File: config.mk
export PLATFORM = sky130hd
export DESIGN_NAME = pkt_dma_req_gen
export DESIGN_NICKNAME = d
export VERILOG_FILES = /design/src/rtl/pkt_dma_req_gen.sv
export SDC_FILE = /design/constraint.sdc
export NUM_CORES = 1
export LEC_CHECK = 0
export CAP_MARGIN = 20
export CORE_ASPECT_RATIO = 1.5
export CORE_MARGIN = 5
export CORE_UTILIZATION = 53
export CTS_CLUSTER_SIZE = 30
export DETAILED_ROUTE_END_ITERATION = 10
export PLACE_DENSITY_LB_ADDON = 0.3
export REMOVE_ABC_BUFFERS = 1
export SLEW_MARGIN = 15
export SYNTH_ARGS = -nofsm -noshare
export SYNTH_HDL_FRONTEND = slang
export SYNTH_SLANG_ARGS = --single-unit
File: constraint.sdc
create_clock -name clk -period 3.6 [get_ports clk]
set_input_delay 0.36 -clock clk [delete_from_list [all_inputs] [get_ports clk]]
set_output_delay 0.36 -clock clk [all_outputs]
set_load 0.01 [all_outputs]
File: src/rtl/pkt_dma_req_gen.sv
// Packet DMA request generator: turns queue-annotated packet metadata into ring-buffer
// write segments (split on wrap) plus an optional descriptor request. Counters under PKT_DMA_REQ_STATS_EN.
module pkt_dma_req_gen #(
  parameter int RB_AWIDTH      = 16,
  parameter int QUEUE_ID_WIDTH = 13,
  parameter int SIZE_WIDTH     = 6
) (
  input  logic                      clk,
  input  logic                      rst_n,

  input  logic                      in_meta_valid,
  output logic                      in_meta_ready,
  input  logic [QUEUE_ID_WIDTH-1:0] in_queue_id,
  input  logic [SIZE_WIDTH-1:0]     in_size,
  input  logic                      in_needs_dsc,
  input  logic [RB_AWIDTH-1:0]      in_tail,
  input  logic [RB_AWIDTH-1:0]      in_head,
  input  logic [63:0]               in_buf_addr,
  input  logic [RB_AWIDTH:0]        rb_size,

  output logic                      out_wr_valid,
  input  logic                      out_wr_ready,
  output logic [63:0]               out_wr_addr,
  output logic [SIZE_WIDTH-1:0]     out_wr_flits,
  output logic                      out_wr_first,
  output logic                      out_wr_last,

  output logic                      out_dsc_valid,
  input  logic                      out_dsc_ready,
  output logic [QUEUE_ID_WIDTH-1:0] out_dsc_queue_id,
  output logic [RB_AWIDTH-1:0]      out_dsc_tail,

  output logic [31:0]               drop_cnt,
  output logic [31:0]               pkt_cnt
);

  typedef enum logic [1:0] {
    S_IDLE,
    S_DATA0,
    S_DATA1,
    S_DSC
  } state_e;

  localparam logic [RB_AWIDTH:0]   RB_ONE  = {{RB_AWIDTH{1'b0}}, 1'b1};
  localparam logic [RB_AWIDTH-1:0] IDX_ONE = {{(RB_AWIDTH-1){1'b0}}, 1'b1};

  state_e                    state_q;
  logic                      wr_valid_q;
  logic [63:0]               wr_addr_q;
  logic [SIZE_WIDTH-1:0]     wr_flits_q;
  logic                      wr_first_q;
  logic                      wr_last_q;
  logic                      dsc_valid_q;
  logic [QUEUE_ID_WIDTH-1:0] dsc_queue_id_q;
  logic [RB_AWIDTH-1:0]      dsc_tail_q;

  // Per-packet context captured at accept and consumed by later segments.
  logic [SIZE_WIDTH-1:0]     seg1_len_q;
  logic                      needs_dsc_q;
  logic [QUEUE_ID_WIDTH-1:0] queue_id_q;
  logic [RB_AWIDTH-1:0]      new_tail_q;
  logic [63:0]               buf_addr_q;

  logic                      accept;
  logic [RB_AWIDTH-1:0]      mask;
  logic [RB_AWIDTH-1:0]      free;
  logic [RB_AWIDTH:0]        room;
  logic [RB_AWIDTH-1:0]      size_ext;
  logic                      drop;
  logic [SIZE_WIDTH-1:0]     seg0_len;
  logic [SIZE_WIDTH-1:0]     seg1_len;
  logic [RB_AWIDTH-1:0]      new_tail;
  logic [63:0]               tail_addr;

  assign in_meta_ready = (state_q == S_IDLE) & rst_n;
  assign accept        = in_meta_valid & in_meta_ready;

  // NOTE: every always_comb output gets a default first so no latch can be inferred.
  always_comb begin
    mask      = '0;
    free      = '0;
    room      = '0;
    size_ext  = '0;
    drop      = 1'b0;
    seg0_len  = '0;
    seg1_len  = '0;
    new_tail  = '0;
    tail_addr = '0;

    mask     = RB_AWIDTH'(rb_size - RB_ONE);
    free     = (in_head - in_tail - IDX_ONE) & mask;
    room     = rb_size - {1'b0, in_tail};
    size_ext = RB_AWIDTH'(in_size);
    drop     = (in_size == '0) || (size_ext > free);
    // room only wins the min when it is smaller than size, so it fits SIZE_WIDTH.
    seg0_len  = (room < {1'b0, size_ext}) ? room[SIZE_WIDTH-1:0] : in_size;
    seg1_len  = in_size - seg0_len;
    new_tail  = (in_tail + size_ext) & mask;
    tail_addr = in_buf_addr + (64'(in_tail) << 6);
  end

  // NOTE: sequential state uses non-blocking assignments only, so every register
  // samples pre-edge values regardless of statement order.
  always_ff @(posedge clk or negedge rst_n) begin
    if (!rst_n) begin
      state_q        <= S_IDLE;
      wr_valid_q     <= 1'b0;
      wr_addr_q      <= '0;
      wr_flits_q     <= '0;
      wr_first_q     <= 1'b0;
      wr_last_q      <= 1'b0;
      dsc_valid_q    <= 1'b0;
      dsc_queue_id_q <= '0;
      dsc_tail_q     <= '0;
      seg1_len_q     <= '0;
      needs_dsc_q    <= 1'b0;
      queue_id_q     <= '0;
      new_tail_q     <= '0;
      buf_addr_q     <= '0;
    end else begin
      case (state_q)
        S_IDLE: begin
          if (accept && !drop) begin
            state_q     <= S_DATA0;
            wr_valid_q  <= 1'b1;
            wr_addr_q   <= tail_addr;
            wr_flits_q  <= seg0_len;
            wr_first_q  <= 1'b1;
            wr_last_q   <= (seg1_len == '0);
            seg1_len_q  <= seg1_len;
            needs_dsc_q <= in_needs_dsc;
            queue_id_q  <= in_queue_id;
            new_tail_q  <= new_tail;
            buf_addr_q  <= in_buf_addr;
          end
        end

        S_DATA0, S_DATA1: begin
          if (out_wr_ready) begin
            if (state_q == S_DATA0 && seg1_len_q != '0) begin
              state_q    <= S_DATA1;
              wr_addr_q  <= buf_addr_q;
              wr_flits_q <= seg1_len_q;
              wr_first_q <= 1'b0;
              wr_last_q  <= 1'b1;
            end else if (needs_dsc_q) begin
              state_q        <= S_DSC;
              wr_valid_q     <= 1'b0;
              dsc_valid_q    <= 1'b1;
              dsc_queue_id_q <= queue_id_q;
              dsc_tail_q     <= new_tail_q;
            end else begin
              state_q    <= S_IDLE;
              wr_valid_q <= 1'b0;
            end
          end
        end

        S_DSC: begin
          if (out_dsc_ready) begin
            state_q     <= S_IDLE;
            dsc_valid_q <= 1'b0;
          end
        end

        default: begin
          state_q     <= S_IDLE;
          wr_valid_q  <= 1'b0;
          dsc_valid_q <= 1'b0;
        end
      endcase
    end
  end

  assign out_wr_valid     = wr_valid_q;
  assign out_wr_addr      = wr_addr_q;
  assign out_wr_flits     = wr_flits_q;
  assign out_wr_first     = wr_first_q;
  assign out_wr_last      = wr_last_q;
  assign out_dsc_valid    = dsc_valid_q;
  assign out_dsc_queue_id = dsc_queue_id_q;
  assign out_dsc_tail     = dsc_tail_q;

`ifdef PKT_DMA_REQ_STATS_EN
  logic [31:0] drop_cnt_q;
  logic [31:0] pkt_cnt_q;

  always_ff @(posedge clk or negedge rst_n) begin
    if (!rst_n) begin
      drop_cnt_q <= '0;
      pkt_cnt_q  <= '0;
    end else if (accept) begin
      if (drop) drop_cnt_q <= drop_cnt_q + 32'd1;
      else      pkt_cnt_q  <= pkt_cnt_q + 32'd1;
    end
  end

  assign drop_cnt = drop_cnt_q;
  assign pkt_cnt  = pkt_cnt_q;
`else
  assign drop_cnt = '0;
  assign pkt_cnt  = '0;
`endif

endmodule
==> impl_results.md <==
* Number of distinct library cells after synthesis at 88
* Clk sink count at 205
* IR drop worst, VDD at 0.000588 V
* Seq cells post-synth at 205
* Core area at 25700 sq um
* CTS tree: yes
* LEAKAGE at 9.77 nW
* Area taken by multi-input logic gates at 8710 sq um
* Critical path arrival at 4.82 ns
* Vias in the first global route at 12.9k
* ANT nets after route at 0
* WHS at 0.304 ns
* Initial Utilization at 53.4%
* GRT overflow at 0
* RSZ-0062 raised after global routing: yes
* DP Worst Slack at -2.03 ns
* Synth-to-layout area growth at 49.5%
* Drt pass-1 iters at 5
* Vias per cell at 5.69
* Max Clock Freq at 228 MHz
* Die W at 141 microns
* Syn_area_per_cell at 9.53 sq um
* Total Power at 14.3 mW
* Mapped Area at 13700 sq um
* Synth Flop Type: dfrtp_1
* Worst setup margin at -0.793 ns
* Final-report hold violation count at 0
* Data required, critical path at 4.03 ns
* Inserted Clock Buffers at 21
* Minimum clock period at 4.39 ns
* Period Utilization, post-route at 122%
* Ys async rst share at 100%
* Max-slew headroom at 25.9%
* PwrDens at 698 nW/um^2
* Seq/Total Area, Yosys at 37.4%
* H-tree depth at 1
* Share of post-route cells with drive strength above 1 at 30.5%
* Initial drt markers at 579
* Dpl cells at 2185
* Status: finished with violations
* GR Util All Layers at 27.8%
* Most frequent cells in the layout: 225 x clkdlybuf4s50_1, 224 x buf_4, 205 x dfrtp_1
* Final design utilization at 79.8%
* Number of synthesized flops with an enable pin at 0
* Gpl congestion at 0.916
* TNS Setup at -7.29 ns
* WL final at 47000 microns
* # DRC at 0
* Die Footprint at 29300 sq um
* Worst Tran Pin Value at 1.11 ns
* # port buffers at 241
* Worst-path clk slew at 0.06 ns
* First-pass GRT wire length at 65900 microns
* Max Buffers Root-to-Sink at 3
* Dpl hpwl at 31600 microns
* Setup crit start kind: input pin
* Pin count of the biggest net entering global routing at 196
* Slew Limit Fails at 0
* MaxCap Viol Count at 0
* CTS root buf: clkbuf_16
* Hold Path Class: in2async
* CP Class: in2reg
* Initial antenna violation count at 2
* Height of the die at 207 microns
* Worst-Skew Late Latency at 0.51 ns
* FF-to-FF path depth at 7
* Design Area, Final at 20500 sq um
* Post-Syn Instances at 1439
* Critical Path Fanout Max at 5
* Yosys warning total at 0
* Ant. Diodes at 0
* Final worst clock skew at 0.0115 ns
* Setup-failing EPs final at 104
* Fillcell total at 1610
* Layout Cells excl Fill at 2289
* Failing checks: setup timing
* Row count at 72
* DR vias at 13.0k
* Reg area at 5130 sq um
* Placed inst area at 17900 sq um
* Wire per inst at 20.5 microns
* NumNets Final at 2160
* Commonest non-fill, non-tap cell in the layout: clkdlybuf4s50_1
* Top-Level Pins at 306
* Crit. End Element: register
per-layer routing:
layer	wire, microns	GRT usage, %	share of wire, %	vias up
met3	2630	3.14	5.6	162
met1	16700	31.1	36	6350
met4	2510	11.6	5.3	4
li1	-	-	-	6002
met5	27	0	0.057	-
met2	25200	52.4	53	496
cell families (layout without fill, tap and decap cells):
logic type      after synthesis  count (layout)  share of synthesized area (%)
buf+inv                     178             631                           7.22
other cells                   1              64                         0.0273
mux                         137             137                           11.7
fa+ha+maj                    77              77                           7.30
flops                       205             205                           37.4
simple gates                412             413                           14.2
xor+xnor                     92              92                           5.88
compound gates              337             337                           16.3
synthesized netlist by cell type (13+ instances only):
library cell	count	area, sq um
ha_1	72	901
mux2_4	27	405
dfrtp_1	205	5130
nand2b_1	13	81.3
inv_1	58	218
xor2_1	31	272
nand2_1	173	649
xnor2_1	61	534
and3_1	13	81.3
buf_2	17	85.1
o21ai_0	115	576
nor3_1	31	155
clkbuf_1	25	93.8
nor2_1	83	312
mux2i_1	32	320
mux2_2	68	766
buf_4	70	526
nand3_1	36	180
a21oi_1	62	310
a32o_1	15	150
a21o_1	48	360
state kept, by name (all words and copies together), names as in the netlist:
register / flops
state_q: 2
needs_dsc_q: 1
queue_id_q: 13
out_wr_addr: 64
out_dsc_valid: 1
out_dsc_tail: 16
out_wr_last: 1
out_wr_first: 1
out_wr_valid: 1
seg1_len_q: 6
new_tail_q: 16
buf_addr_q: 64
out_wr_flits: 6
out_dsc_queue_id: 13
power by group:
group / switching (mW) / internal [mW]
clock: 0.908 / 1.20
combinational: 3.73 / 4.33
sequential: 0.711 / 3.43
final timing paths:
path | from | endpoint | slack (ns)
setup / recovery | rb_size[0] | seg1_len_q[5]$_DFFE_PN0P_ | -0.79
hold / removal | rst_n | out_dsc_tail[0]$_DFFE_PN0P_ | 0.30
setup reg to reg | seg1_len_q[0]$_DFFE_PN0P_ | out_wr_addr[20]$_DFFE_PN0P_ | 0.76
hold reg to reg | out_wr_addr[35]$_DFFE_PN0P_ | out_wr_addr[35]$_DFFE_PN0P_ | 0.48
max in group asynchronous | rst_n | buf_addr_q[18]$_DFFE_PN0P_ | 2.01
min in group clk | in_tail[0] | new_tail_q[0]$_DFFE_PN0P_ | 0.40
timing repair:
action | in CTS | in global routing
hold buffers | 1 | 0
resized for setup | 89 | 263
endpoints found under the setup margin | 175 | 159
hold endpoints to repair | 10 | 0
buffers inserted | 24 | 24
gates cloned | 8 | 18
pin swaps | 49 | 73
final cells by class:
type / count / area share (%)
Tap cell: 333 / 2.03
Sequential cell: 205 / 25.0
Inverter: 58 / 1.10
Clock buffer: 28 / 2.84
Clock inverter: 6 / 0.269
Multi-Input combinational cell: 1120 / 42.5
Timing Repair Buffer: 539 / 26.2
worst max-delay path: stages:
cell and delay (ns):
buf_8 0.09, inv_6 0.03, ha_4 0.15, fa_2 0.37, nor2b_4 0.13, o21a_1 0.14, nor2_2 0.05, xnor2_2 0.14
ha_1 0.31, a21oi_2 0.17, nor2b_4 0.06, or3b_1 0.39, a21oi_2 0.13, o2111ai_2 0.12, nor3_2 0.21, nand4_4 0.17
a21oi_2 0.19, inv_1 0.06, ha_1 0.27, a21o_1 0.20, buf_4 0.14, buf_6 0.11, mux2_2 0.26, o32a_1 0.35
buf_4 0.14, o21ai_2 0.09
(Power assumes the default switching activity.)
